<file path="config.mk">
export PLATFORM = sky130hd
export DESIGN_NAME = main_mem_arbiter_flat
export DESIGN_NICKNAME = d
export VERILOG_FILES = /design/src/rtl/main_mem_arbiter_pkg.sv /design/src/rtl/main_mem_arbiter_if.sv /design/src/rtl/main_mem_arbiter_dbg_req_fifo.sv /design/src/rtl/main_mem_arbiter.sv /design/src/flat_wrapper.sv
export SDC_FILE = /design/constraint.sdc
export NUM_CORES = 1
export LEC_CHECK = 0
export BUFFER_PORTS_ARGS = -buffer_cell sky130_fd_sc_hd__buf_2
export CORE_UTILIZATION = 44
export DETAILED_ROUTE_END_ITERATION = 10
export PLACE_DENSITY = 0.82
export SLEW_MARGIN = 20
export SYNTH_ARGS = -nofsm -noshare
export SYNTH_HDL_FRONTEND = slang
export SYNTH_HIERARCHICAL = 1
export SYNTH_SLANG_ARGS = --single-unit
export TNS_END_PERCENT = 100
</file>
<file path="constraint.sdc">
create_clock -name clock -period 2.4 [get_ports clock]
set_input_delay 0.36 -clock clock [delete_from_list [all_inputs] [get_ports clock]]
set_output_delay 0.36 -clock clock [all_outputs]
set_load 0.05 [all_outputs]
</file>
<file path="src/rtl/main_mem_arbiter_pkg.sv">
// -----------------------------------------------------------------------------
// main_mem_arbiter_pkg
// Shared definitions for the main-memory arbiter slice: default bus widths,
// access-type encodings, the debug queue entry layout and the queue
// occupancy states.
// -----------------------------------------------------------------------------
package main_mem_arbiter_pkg;

  localparam int AW_DEF = 12;
  localparam int DW_DEF = 16;

  // Access type carried in the rw field of a request.
  localparam logic ACC_READ  = 1'b0;
  localparam logic ACC_WRITE = 1'b1;

  // Debug queue entry at the default widths; the top re-declares the same
  // layout at its own parameterised widths.
  typedef struct packed {
    logic              rw;
    logic [AW_DEF-1:0] addr;
    logic [DW_DEF-1:0] wdata;
  } dbg_entry_t;

  // Queue occupancy; the encoding equals the entry count.
  typedef enum logic [1:0] {
    Q_EMPTY = 2'd0,
    Q_ONE   = 2'd1,
    Q_FULL  = 2'd2
  } q_state_e;

endpackage

</file>
<file path="src/rtl/main_mem_arbiter_if.sv">
// -----------------------------------------------------------------------------
// main_mem_arbiter_if
// Debug/loader port of the main-memory arbiter.
//   master : host side (drives requests, starvation clear)
//   slave  : arbiter side (drives ready, read response, starvation flag)
// Signals:
//   dbg_req, dbg_rw, dbg_addr, dbg_wdata : request (accepted on req & ready)
//   dbg_ready                            : queue can accept
//   dbg_rvalid, dbg_rdata                : one-cycle read response
//   dbg_starved, dbg_starved_clr         : sticky starvation flag and clear
// -----------------------------------------------------------------------------
interface main_mem_arbiter_if
  import main_mem_arbiter_pkg::*;
#(
  parameter int AW = AW_DEF,
  parameter int DW = DW_DEF
);

  logic          dbg_req;
  logic          dbg_ready;
  logic          dbg_rw;
  logic [AW-1:0] dbg_addr;
  logic [DW-1:0] dbg_wdata;
  logic          dbg_rvalid;
  logic [DW-1:0] dbg_rdata;
  logic          dbg_starved;
  logic          dbg_starved_clr;

  modport master (
    output dbg_req, dbg_rw, dbg_addr, dbg_wdata, dbg_starved_clr,
    input  dbg_ready, dbg_rvalid, dbg_rdata, dbg_starved
  );

  modport slave (
    input  dbg_req, dbg_rw, dbg_addr, dbg_wdata, dbg_starved_clr,
    output dbg_ready, dbg_rvalid, dbg_rdata, dbg_starved
  );

endinterface

</file>
<file path="src/rtl/main_mem_arbiter_dbg_req_fifo.sv">
// -----------------------------------------------------------------------------
// main_mem_arbiter_dbg_req_fifo
// Two-entry in-order request queue. Slot 0 always holds the head.
// Ports:
//   clock, reset : clock, async active-high reset
//   push_i       : write din_i this edge (ignored when full)
//   pop_i        : drop the head this edge (ignored when empty)
//   din_i        : entry to enqueue
//   head_o       : current head entry
//   full_o       : two entries held
//   empty_o      : no entries held
// -----------------------------------------------------------------------------
module main_mem_arbiter_dbg_req_fifo
  import main_mem_arbiter_pkg::*;
#(
  parameter type entry_t = dbg_entry_t
) (
  input  logic   clock,
  input  logic   reset,
  input  logic   push_i,
  input  logic   pop_i,
  input  entry_t din_i,
  output entry_t head_o,
  output logic   full_o,
  output logic   empty_o
);

  q_state_e state_q, state_d;
  entry_t   slot0_q, slot0_d;
  entry_t   slot1_q, slot1_d;

  // Occupancy state and storage registers.
  always_ff @(posedge clock or posedge reset) begin
    if (reset) begin
      state_q <= Q_EMPTY;
      slot0_q <= '0;
      slot1_q <= '0;
    end else begin
      state_q <= state_d;
      slot0_q <= slot0_d;
      slot1_q <= slot1_d;
    end
  end

  // Next occupancy and slot contents from push/pop.
  always_comb begin
    state_d = state_q;
    slot0_d = slot0_q;
    slot1_d = slot1_q;
    case (state_q)
      Q_EMPTY: begin
        if (push_i) begin
          slot0_d = din_i;
          state_d = Q_ONE;
        end else begin
          state_d = Q_EMPTY;
        end
      end
      Q_ONE: begin
        if (push_i && pop_i) begin
          // Head leaves and the new entry becomes the head.
          slot0_d = din_i;
          state_d = Q_ONE;
        end else if (push_i) begin
          slot1_d = din_i;
          state_d = Q_FULL;
        end else if (pop_i) begin
          state_d = Q_EMPTY;
        end else begin
          state_d = Q_ONE;
        end
      end
      Q_FULL: begin
        // No push can arrive here: ready is low while full.
        if (pop_i) begin
          slot0_d = slot1_q;
          state_d = Q_ONE;
        end else begin
          state_d = Q_FULL;
        end
      end
      default: begin
        state_d = Q_EMPTY;
      end
    endcase
  end

  assign head_o  = slot0_q;
  assign full_o  = (state_q == Q_FULL);
  assign empty_o = (state_q == Q_EMPTY);

endmodule

</file>
<file path="src/rtl/main_mem_arbiter.sv">
// -----------------------------------------------------------------------------
// main_mem_arbiter
// Shares the single-port main data memory between the processor MEM-stage
// port (absolute priority, never stalled) and a debug/loader port whose
// requests are queued and issued in memory cycles the CPU leaves idle.
// Ports:
//   clock, reset          : clock, async active-high reset
//   cpu_req_i/rw_i/addr_i/data_i : CPU access this cycle
//   cpu_q_o               : read data to CPU (straight from the RAM)
//   dbg                   : debug port (main_mem_arbiter_if.slave)
//   mem_addr_o/data_o/rw_o: RAM address, write data, write enable
//   mem_q_i               : RAM read data, MEM_LAT cycles after the address
// -----------------------------------------------------------------------------
module main_mem_arbiter
  import main_mem_arbiter_pkg::*;
#(
  parameter int AW           = AW_DEF,
  parameter int DW           = DW_DEF,
  parameter int MEM_LAT      = 1,
  parameter int STARVE_LIMIT = 255
) (
  input  logic                clock,
  input  logic                reset,
  input  logic                cpu_req_i,
  input  logic                cpu_rw_i,
  input  logic [AW-1:0]       cpu_addr_i,
  input  logic [DW-1:0]       cpu_data_i,
  output logic [DW-1:0]       cpu_q_o,
  main_mem_arbiter_if.slave   dbg,
  output logic [AW-1:0]       mem_addr_o,
  output logic [DW-1:0]       mem_data_o,
  output logic                mem_rw_o,
  input  logic [DW-1:0]       mem_q_i
);

  // Counter wide enough for the limit, never narrower than 8 bits.
  localparam int CW = ($clog2(STARVE_LIMIT + 1) > 8) ? $clog2(STARVE_LIMIT + 1) : 8;

  typedef struct packed {
    logic          rw;
    logic [AW-1:0] addr;
    logic [DW-1:0] wdata;
  } entry_t;

  entry_t               fifo_din_s;
  entry_t               fifo_head_s;
  logic                 fifo_full_s;
  logic                 fifo_empty_s;
  logic                 push_s;
  logic                 issue_s;
  logic                 mem_rw_s;
  logic [MEM_LAT-1:0]   trk_q, trk_d;
  logic [CW-1:0]        starve_cnt_q, starve_cnt_d;
  logic                 starved_q, starved_d;
  logic                 starve_inc_s;
  logic                 starve_set_s;

  // Ready depends only on registered occupancy, so no path from dbg_req.
  assign dbg.dbg_ready = ~fifo_full_s;
  assign push_s        = dbg.dbg_req & ~fifo_full_s;
  // The queue head issues only in a cycle the CPU does not use.
  assign issue_s       = ~cpu_req_i & ~fifo_empty_s;
  assign fifo_din_s    = {dbg.dbg_rw, dbg.dbg_addr, dbg.dbg_wdata};

  main_mem_arbiter_dbg_req_fifo #(
    .entry_t (entry_t)
  ) u_dbg_req_fifo (
    .clock   (clock),
    .reset   (reset),
    .push_i  (push_s),
    .pop_i   (issue_s),
    .din_i   (fifo_din_s),
    .head_o  (fifo_head_s),
    .full_o  (fifo_full_s),
    .empty_o (fifo_empty_s)
  );

  // Zero-latency memory mux: CPU first, then the queue head, else idle.
  always_comb begin
    mem_addr_o = cpu_addr_i;
    mem_data_o = cpu_data_i;
    mem_rw_s   = 1'b0;
    if (cpu_req_i) begin
      mem_addr_o = cpu_addr_i;
      mem_data_o = cpu_data_i;
      mem_rw_s   = cpu_rw_i;
    end else if (issue_s) begin
      mem_addr_o = fifo_head_s.addr;
      mem_data_o = fifo_head_s.wdata;
      mem_rw_s   = fifo_head_s.rw;
    end else begin
      mem_addr_o = cpu_addr_i;
      mem_data_o = cpu_data_i;
      mem_rw_s   = 1'b0;
    end
    // No RAM write can slip out while reset is held.
    mem_rw_o = mem_rw_s & ~reset;
  end

  // Read-tracking shift: a bit enters at a debug read issue and emerges
  // after MEM_LAT edges, aligned with that read's data on mem_q.
  always_comb begin
    trk_d    = trk_q;
    trk_d[0] = issue_s & (fifo_head_s.rw == ACC_READ);
    for (int i = 1; i < MEM_LAT; i++) begin
      trk_d[i] = trk_q[i-1];
    end
  end

  // Starvation: count cycles a queued head is blocked by the CPU.
  always_comb begin
    starve_inc_s = cpu_req_i & ~fifo_empty_s;
    if (starve_inc_s) begin
      if (starve_cnt_q == {CW{1'b1}}) begin
        starve_cnt_d = starve_cnt_q;
      end else begin
        starve_cnt_d = starve_cnt_q + {{(CW-1){1'b0}}, 1'b1};
      end
    end else begin
      // Empty queue or an issue this cycle restarts the wait.
      starve_cnt_d = {CW{1'b0}};
    end
    starve_set_s = starve_inc_s & (starve_cnt_d >= CW'(STARVE_LIMIT));
    // A set in the same cycle as a clear wins.
    if (starve_set_s) begin
      starved_d = 1'b1;
    end else if (dbg.dbg_starved_clr) begin
      starved_d = 1'b0;
    end else begin
      starved_d = starved_q;
    end
  end

  // Tracking and starvation registers.
  always_ff @(posedge clock or posedge reset) begin
    if (reset) begin
      trk_q        <= {MEM_LAT{1'b0}};
      starve_cnt_q <= {CW{1'b0}};
      starved_q    <= 1'b0;
    end else begin
      trk_q        <= trk_d;
      starve_cnt_q <= starve_cnt_d;
      starved_q    <= starved_d;
    end
  end

  assign dbg.dbg_rvalid  = trk_q[MEM_LAT-1];
  assign dbg.dbg_rdata   = trk_q[MEM_LAT-1] ? mem_q_i : {DW{1'b0}};
  assign dbg.dbg_starved = starved_q;
  assign cpu_q_o         = mem_q_i;

endmodule

</file>
<file path="src/flat_wrapper.sv">
// flat-port wrapper written by rule: the top's interface ports become plain ports
module main_mem_arbiter_flat import main_mem_arbiter_pkg::*;
#(
  parameter int AW           = AW_DEF,
  parameter int DW           = DW_DEF,
  parameter int MEM_LAT      = 1,
  parameter int STARVE_LIMIT = 255
)
  (clock, reset, cpu_req_i, cpu_rw_i, cpu_addr_i, cpu_data_i, cpu_q_o, mem_addr_o, mem_data_o, mem_rw_o, mem_q_i, dbg_dbg_req, dbg_dbg_rw, dbg_dbg_addr, dbg_dbg_wdata, dbg_dbg_starved_clr, dbg_dbg_ready, dbg_dbg_rvalid, dbg_dbg_rdata, dbg_dbg_starved);
  main_mem_arbiter_if #(.AW(AW), .DW(DW)) dbg_i ();
  input  logic clock;
  input  logic reset;
  input  logic cpu_req_i;
  input  logic cpu_rw_i;
  input  logic [AW-1:0] cpu_addr_i;
  input  logic [DW-1:0] cpu_data_i;
  output logic [DW-1:0] cpu_q_o;
  output logic [AW-1:0] mem_addr_o;
  output logic [DW-1:0] mem_data_o;
  output logic mem_rw_o;
  input  logic [DW-1:0] mem_q_i;
  input wire logic [$bits(dbg_i.dbg_req)-1:0] dbg_dbg_req;
  input wire logic [$bits(dbg_i.dbg_rw)-1:0] dbg_dbg_rw;
  input wire logic [$bits(dbg_i.dbg_addr)-1:0] dbg_dbg_addr;
  input wire logic [$bits(dbg_i.dbg_wdata)-1:0] dbg_dbg_wdata;
  input wire logic [$bits(dbg_i.dbg_starved_clr)-1:0] dbg_dbg_starved_clr;
  output wire logic [$bits(dbg_i.dbg_ready)-1:0] dbg_dbg_ready;
  output wire logic [$bits(dbg_i.dbg_rvalid)-1:0] dbg_dbg_rvalid;
  output wire logic [$bits(dbg_i.dbg_rdata)-1:0] dbg_dbg_rdata;
  output wire logic [$bits(dbg_i.dbg_starved)-1:0] dbg_dbg_starved;
  assign dbg_i.dbg_req = dbg_dbg_req;
  assign dbg_i.dbg_rw = dbg_dbg_rw;
  assign dbg_i.dbg_addr = dbg_dbg_addr;
  assign dbg_i.dbg_wdata = dbg_dbg_wdata;
  assign dbg_i.dbg_starved_clr = dbg_dbg_starved_clr;
  assign dbg_dbg_ready = dbg_i.dbg_ready;
  assign dbg_dbg_rvalid = dbg_i.dbg_rvalid;
  assign dbg_dbg_rdata = dbg_i.dbg_rdata;
  assign dbg_dbg_starved = dbg_i.dbg_starved;
  main_mem_arbiter #(.AW(AW), .DW(DW), .MEM_LAT(MEM_LAT), .STARVE_LIMIT(STARVE_LIMIT)) u_core (.clock(clock), .reset(reset), .cpu_req_i(cpu_req_i), .cpu_rw_i(cpu_rw_i), .cpu_addr_i(cpu_addr_i), .cpu_data_i(cpu_data_i), .cpu_q_o(cpu_q_o), .dbg(dbg_i), .mem_addr_o(mem_addr_o), .mem_data_o(mem_data_o), .mem_rw_o(mem_rw_o), .mem_q_i(mem_q_i));
endmodule
</file>
After elaboration in Yosys (flattened, before gate mapping). Cells that the tools add are included.

Add/subtract/negate cells: 1. $lt $le $gt $ge: 1. Eq/ne operators: 6. Multiplexer cells: 21. Bitwise gates (word level): 12. Reduce and logical (&&, ||, !) cells: 6.

Operators with widths (number): $mux W29 (3); $pmux W29 S3 (1); $mux W16 (3); $mux W12 (2); $mux W8 (2); $add A8 B1 Y8 const B (1); $eq A8 B8 Y1 const B (1); $ge A8 B8 Y1 const B (1); $and A1 B1 Y1 (6); $mux W1 (6); $mux W2 (3); $ne A2 B2 Y1 const B (3); $not A1 Y1 (6); $pmux W2 S3 (1); $reduce_and A4 Y1 (1); $reduce_and A3 Y1 (1); $reduce_bool A3 Y1 (1); $eq A2 B1 Y1 const B (1); $eq A2 B2 Y1 const B (1); $logic_not A2 Y1 (1); $reduce_bool A2 Y1 (1); $logic_and A1 B1 Y1 (1).

Register bits after elaboration: 70. Input bits: 79. Output and inout bits: 64. Logic and storage cells: 57.

Logic depth before layout (Yosys ltp).
Word-level depth: 7. Gate-level depth with buffers: 11. Gate-level depth less buffers: 6.

Hierarchy. Netlist, hierarchy kept.

Modules (own cells, without submodules): main_mem_arbiter_dbg_req_fifo (times used 1, cells an instance 176, area an instance 2508.7 µm², sequential area each 1501.4 µm²); main_mem_arbiter (times used 1, cells an instance 133, area an instance 1172.4 µm², sequential area each 250.2 µm²).

Worst setup path after synthesis. No wires, ideal clock.

Path kind: register -> output. From: reg u_core.u_dbg_req_fifo.state_q[1]. To: out mem_rw_o. Arrival time: 2.014 ns. Required time: 2.040 ns. Setup slack: 0.026 ns. Cell stages (with the launch flop): 8. Path buffers: 3. Path through: dfrtp_1 > clkbuf_1 > clkbuf_1 > nor2_1 > nor2_1 > buf_2 > a22oi_1 > nor2_1.

Cells in the longest elaborated chain, start to end: 6.

RTL lines: start, declared (RTL line main_mem_arbiter_dbg_req_fifo.sv:28) `q_state_e state_q, state_d;`; start signal, assigned (RTL line main_mem_arbiter_dbg_req_fifo.sv:39) `state_q <= state_d;`; $logic_not A2 Y1 (RTL line main_mem_arbiter_dbg_req_fifo.sv:90) `assign empty_o = (state_q == Q_EMPTY);`; named net u_core.fifo_empty_s (RTL line main_mem_arbiter.sv:48) `logic fifo_empty_s;`; $not A1 Y1 (RTL line main_mem_arbiter.sv:62) `assign issue_s = ~cpu_req_i & ~fifo_empty_s;`; $and A1 B1 Y1 (RTL line main_mem_arbiter.sv:62); named net u_core.issue_s (RTL line main_mem_arbiter.sv:50) `logic issue_s;`; $mux W1 (RTL line main_mem_arbiter.sv:87) `end else if (issue_s) begin`; $mux W1 (RTL line main_mem_arbiter.sv:83) `if (cpu_req_i) begin`; $and A1 B1 Y1 (RTL line main_mem_arbiter.sv:97) `mem_rw_o = mem_rw_s & ~reset;`; end, declared (RTL line flat_wrapper.sv:20) `output logic mem_rw_o;`.

The timed path passes the listed nets, and every way through them passes these cells.

Final worst setup path.
From: reg u_core.u_dbg_req_fifo.state_q[0]. To: out mem_data_o[0].

Cells in the longest elaborated chain, start to end: 5.

RTL lines: $logic_not A2 Y1 (RTL line main_mem_arbiter_dbg_req_fifo.sv:90); named net u_core.fifo_empty_s (RTL line main_mem_arbiter.sv:48); $not A1 Y1 (RTL line main_mem_arbiter.sv:62); $and A1 B1 Y1 (RTL line main_mem_arbiter.sv:62); $mux W16 (RTL line main_mem_arbiter.sv:87); $mux W16 (RTL line main_mem_arbiter.sv:83); end, declared (RTL line flat_wrapper.sv:19) `output logic [DW-1:0] mem_data_o;`.

The timed path passes the listed nets, and every way through them passes these cells.

==> impl_metrics.ini <==
[sta]
setup_viol = 0
max_freq_mhz = 448
hold_violations = 0
clock-skew-final_ps = 5.92
post-route-min-period_ps = 2230
slew_viol_final = 0
worstMarginPinSlew_ps = 562
rsz0062_at_grt = no
period_share_pct = 93.0
maxSlewHeadroom_pct = 62.5
fin_tns_setup_ps = 0

[job]
maxCapViolCount = 0

[routing]
drt_pre_antenna_iters = 4
final_antenna_net_count = 0
wirelength_um = 9160
drtIter0Drc = 199
vias_per_cell = 5.56
wl_per_cell_um = 16.8
route.detailed.drc = 0
num_vias = 3036

[die]
num_rows = 32
dieArea_um2 = 8740
coreArea_um2 = 7930
io-pin-count = 143
die_w_um = 93.5
dieHeight_um = 93.5
start_util_pct = 46.4

[logic_synthesis]
syn-num-nets = 391
synth_compound_area_share_pct = 16.9
netlist_instances = 309
syn_area_um2 = 3680
synth_top_family_by_area = multiplexers
synth-edff-count = 0
postSynth.asyncResetShare_pct = 100
synthAdderAreaFrac_pct = 1.02
synth.distinct_cells = 42
synth_mux_area_share_pct = 18.3
ys_seq_elements = 70
syn_area_per_cell_um2 = 11.9
ys_warn_count = 6
synth-simple-area-share_pct = 9.25
ys_seq_area_share_pct = 47.6
synth_xor_area_share_pct = 0.238
synth_flop_cell = dfrtp_1

[placed_design]
place_congestion = 0.839
dpl.hpwl_um = 6700
port_buffers = 142
placedInstanceArea_um2 = 4410

[worst_setup_path]
start_kind = flip-flop
critPathLaunch = u_core/u_dbg_req_fifo/state_q[0]$_DFF_PP0_
cp.arrival_ps = 1870
worst-r2r-setup-slack_ps = 210
end_kind = output pin
required_ps = 2040
reg2reg_from = u_core/u_dbg_req_fifo/state_q[1]$_DFF_PP0_
criticalPathCategory = flip-flop to output pin
crit_fanout = 12

[cts]
htreeDepth = 3
clk_latency_ps = 340
root_buffer = clkbuf_8
cts_hold_buf = 0
cts.sinks = 70
clock_path_buffers = 2
clk_pin_slew_worst_paths_ps = 70
cts_tree = built
cts-buffers-inserted = 9

[grt]
grt_max_degree = 29
overflow = 0
grt_pass1_vias = 2956
antenna_found_initial = 0
grt_pass1_wl_um = 14200
grt_usage_pct = 21.4

[power_and_ir_drop]
power_w = 0.00575
peakVddDrop_uv = 677
p_leak_nw = 2.13
p_per_area_nw_per_um2 = 1240

[final_layout]
area_growth_pct = 26.2
final_area_um2 = 4640
utilization_pct = 58.6
nets = 523
n_antenna_cell = 0
drive_gt1_share_pct = 54.3

[min_path]
hold_class = input port to asynchronous set/reset pin

[status]
outcome = finished, final reports clean
## where the power goes
group | total (W) | internal (W) | switching (W)
combinational | 0.00275 | 0.00114 | 0.00161
clock | 0.000928 | 0.000527 | 0.000402
sequential | 0.00208 | 0.00171 | 0.000361
## per-stage QoR
| stage | setup WS (ps) | cells | hold slack [ps] |
|---|---|---|---|
| after floorplan | 26.4 | 309 | 200 |
| after global placement | 203 | 526 | 400 |
| after detailed placement | 110 | 526 | 397 |
| after CTS | 57.4 | 542 | 23.6 |
| after global routing | 57.7 | 546 | 62.3 |
| final | 167 | 546 | 23.7 |
## metal layers
metal	global-route usage [%]	vias to the layer above	routed length, um
met3	4.23	13	604
met5	0	-	0
li1	-	1393	-
met1	24.4	1497	3580
met4	8.46	0	114
met2	39.0	133	4860
## layout by cell type, fill, tap and decap left out, drive strengths merged, types with 2 or more instances in the layout
| master | instances |
|---|---|
| nand4bb | 2 |
| nor3 | 6 |
| nor2 | 11 |
| o21a | 29 |
| nand3b | 2 |
| nor2b | 2 |
| dfrtp | 70 |
| o21ai | 3 |
| and2 | 16 |
| a21oi | 3 |
| mux2 | 57 |
| nand2 | 5 |
| mux2i | 3 |
| a31oi | 3 |
| buf | 161 |
| nand4 | 3 |
| o32a | 29 |
| inv | 4 |
| nand3 | 3 |
| ha | 3 |
| nand2b | 2 |
| clkbuf | 13 |
## worst paths after layout
kind / to / cells past startpoint
max in group asynchronous: u_core/u_dbg_req_fifo/state_q[0]$_DFF_PP0_ / 3
setup / recovery: mem_data_o[0] / 5
setup reg to reg: u_core/u_dbg_req_fifo/head_o[20]$_DFFE_PP0P_ / 7
hold reg to reg: u_core/u_dbg_req_fifo/head_o[14]$_DFFE_PP0P_ / 1
hold / removal: u_core/starve_cnt_q[6]$_DFF_PP0_ / 2
min in group clock: u_core/u_dbg_req_fifo/slot1_q[1]$_DFFE_PP0P_ / 2
## worst max-delay path, cell delays in order, from the launching register on
cell and delay (ps):
dfrtp_2 440, nor2_1 110, nor2_4 140, buf_4 250, mux2_2 360, buf_2 220
## state kept, by name, indices dropped and copies added (netlist names)
name and count:
u_core/u_dbg_req_fifo/head_o 29, u_core/u_dbg_req_fifo/state_q 2, u_core/dbg.dbg_rvalid 1, u_core/u_dbg_req_fifo/slot1_q 29
u_core/dbg.dbg_starved 1, u_core/starve_cnt_q 8
## cells by family after synthesis
family                     count (synthesis)
DFF                                       70
muxes                                     60
AOI/OAI and AO/OA                         74
adders and majority gates                  3
buffers and inverters                     44
and+or+nand+nor                           57
xor gates and xnor gates                   1
## repair_timing
| action | CTS | global route |
|---|---|---|
| gates resized for setup | 0 | 2 |
| pin swaps | 1 | 0 |
| endpoints found under the setup margin | 23 | 34 |
| setup buffers | 2 | 4 |
## synth_stat cells, types with 2 or more instances
cell,count,area (um2)
nand2b_1,2,12.5
clkbuf_1,7,26.3
nand3_1,2,10.0
o32a_1,29,290
nand3b_1,2,15.0
and2_1,16,100
nor2b_1,2,12.5
nand4_1,3,18.8
mux2i_1,3,30.0
nor2_1,10,37.5
inv_1,4,15.0
mux2_2,57,642
buf_4,16,120
o21a_1,29,218
nand4bb_1,2,22.5
o21ai_0,2,10.0
buf_1,4,15.0
a21oi_1,3,15.0
dfrtp_1,70,1750
nor3_1,5,25.0
ha_1,3,37.5
a31oi_1,3,18.8
nand2_1,5,18.8
buf_2,12,60.1
## area by class of cell
| type | instances | area (um2) |
|---|---|---|
| clock buffer | 13 | 159 |
| clock inverter | 1 | 30.0 |
| fill | 710 | 3280 |
| inverter | 4 | 15.0 |
| multi-input combinational | 195 | 1710 |
| sequential | 70 | 1750 |
| tap | 102 | 128 |
| timing repair buffer | 161 | 853 |
Note: power is estimated with default switching activity, not from simulation.
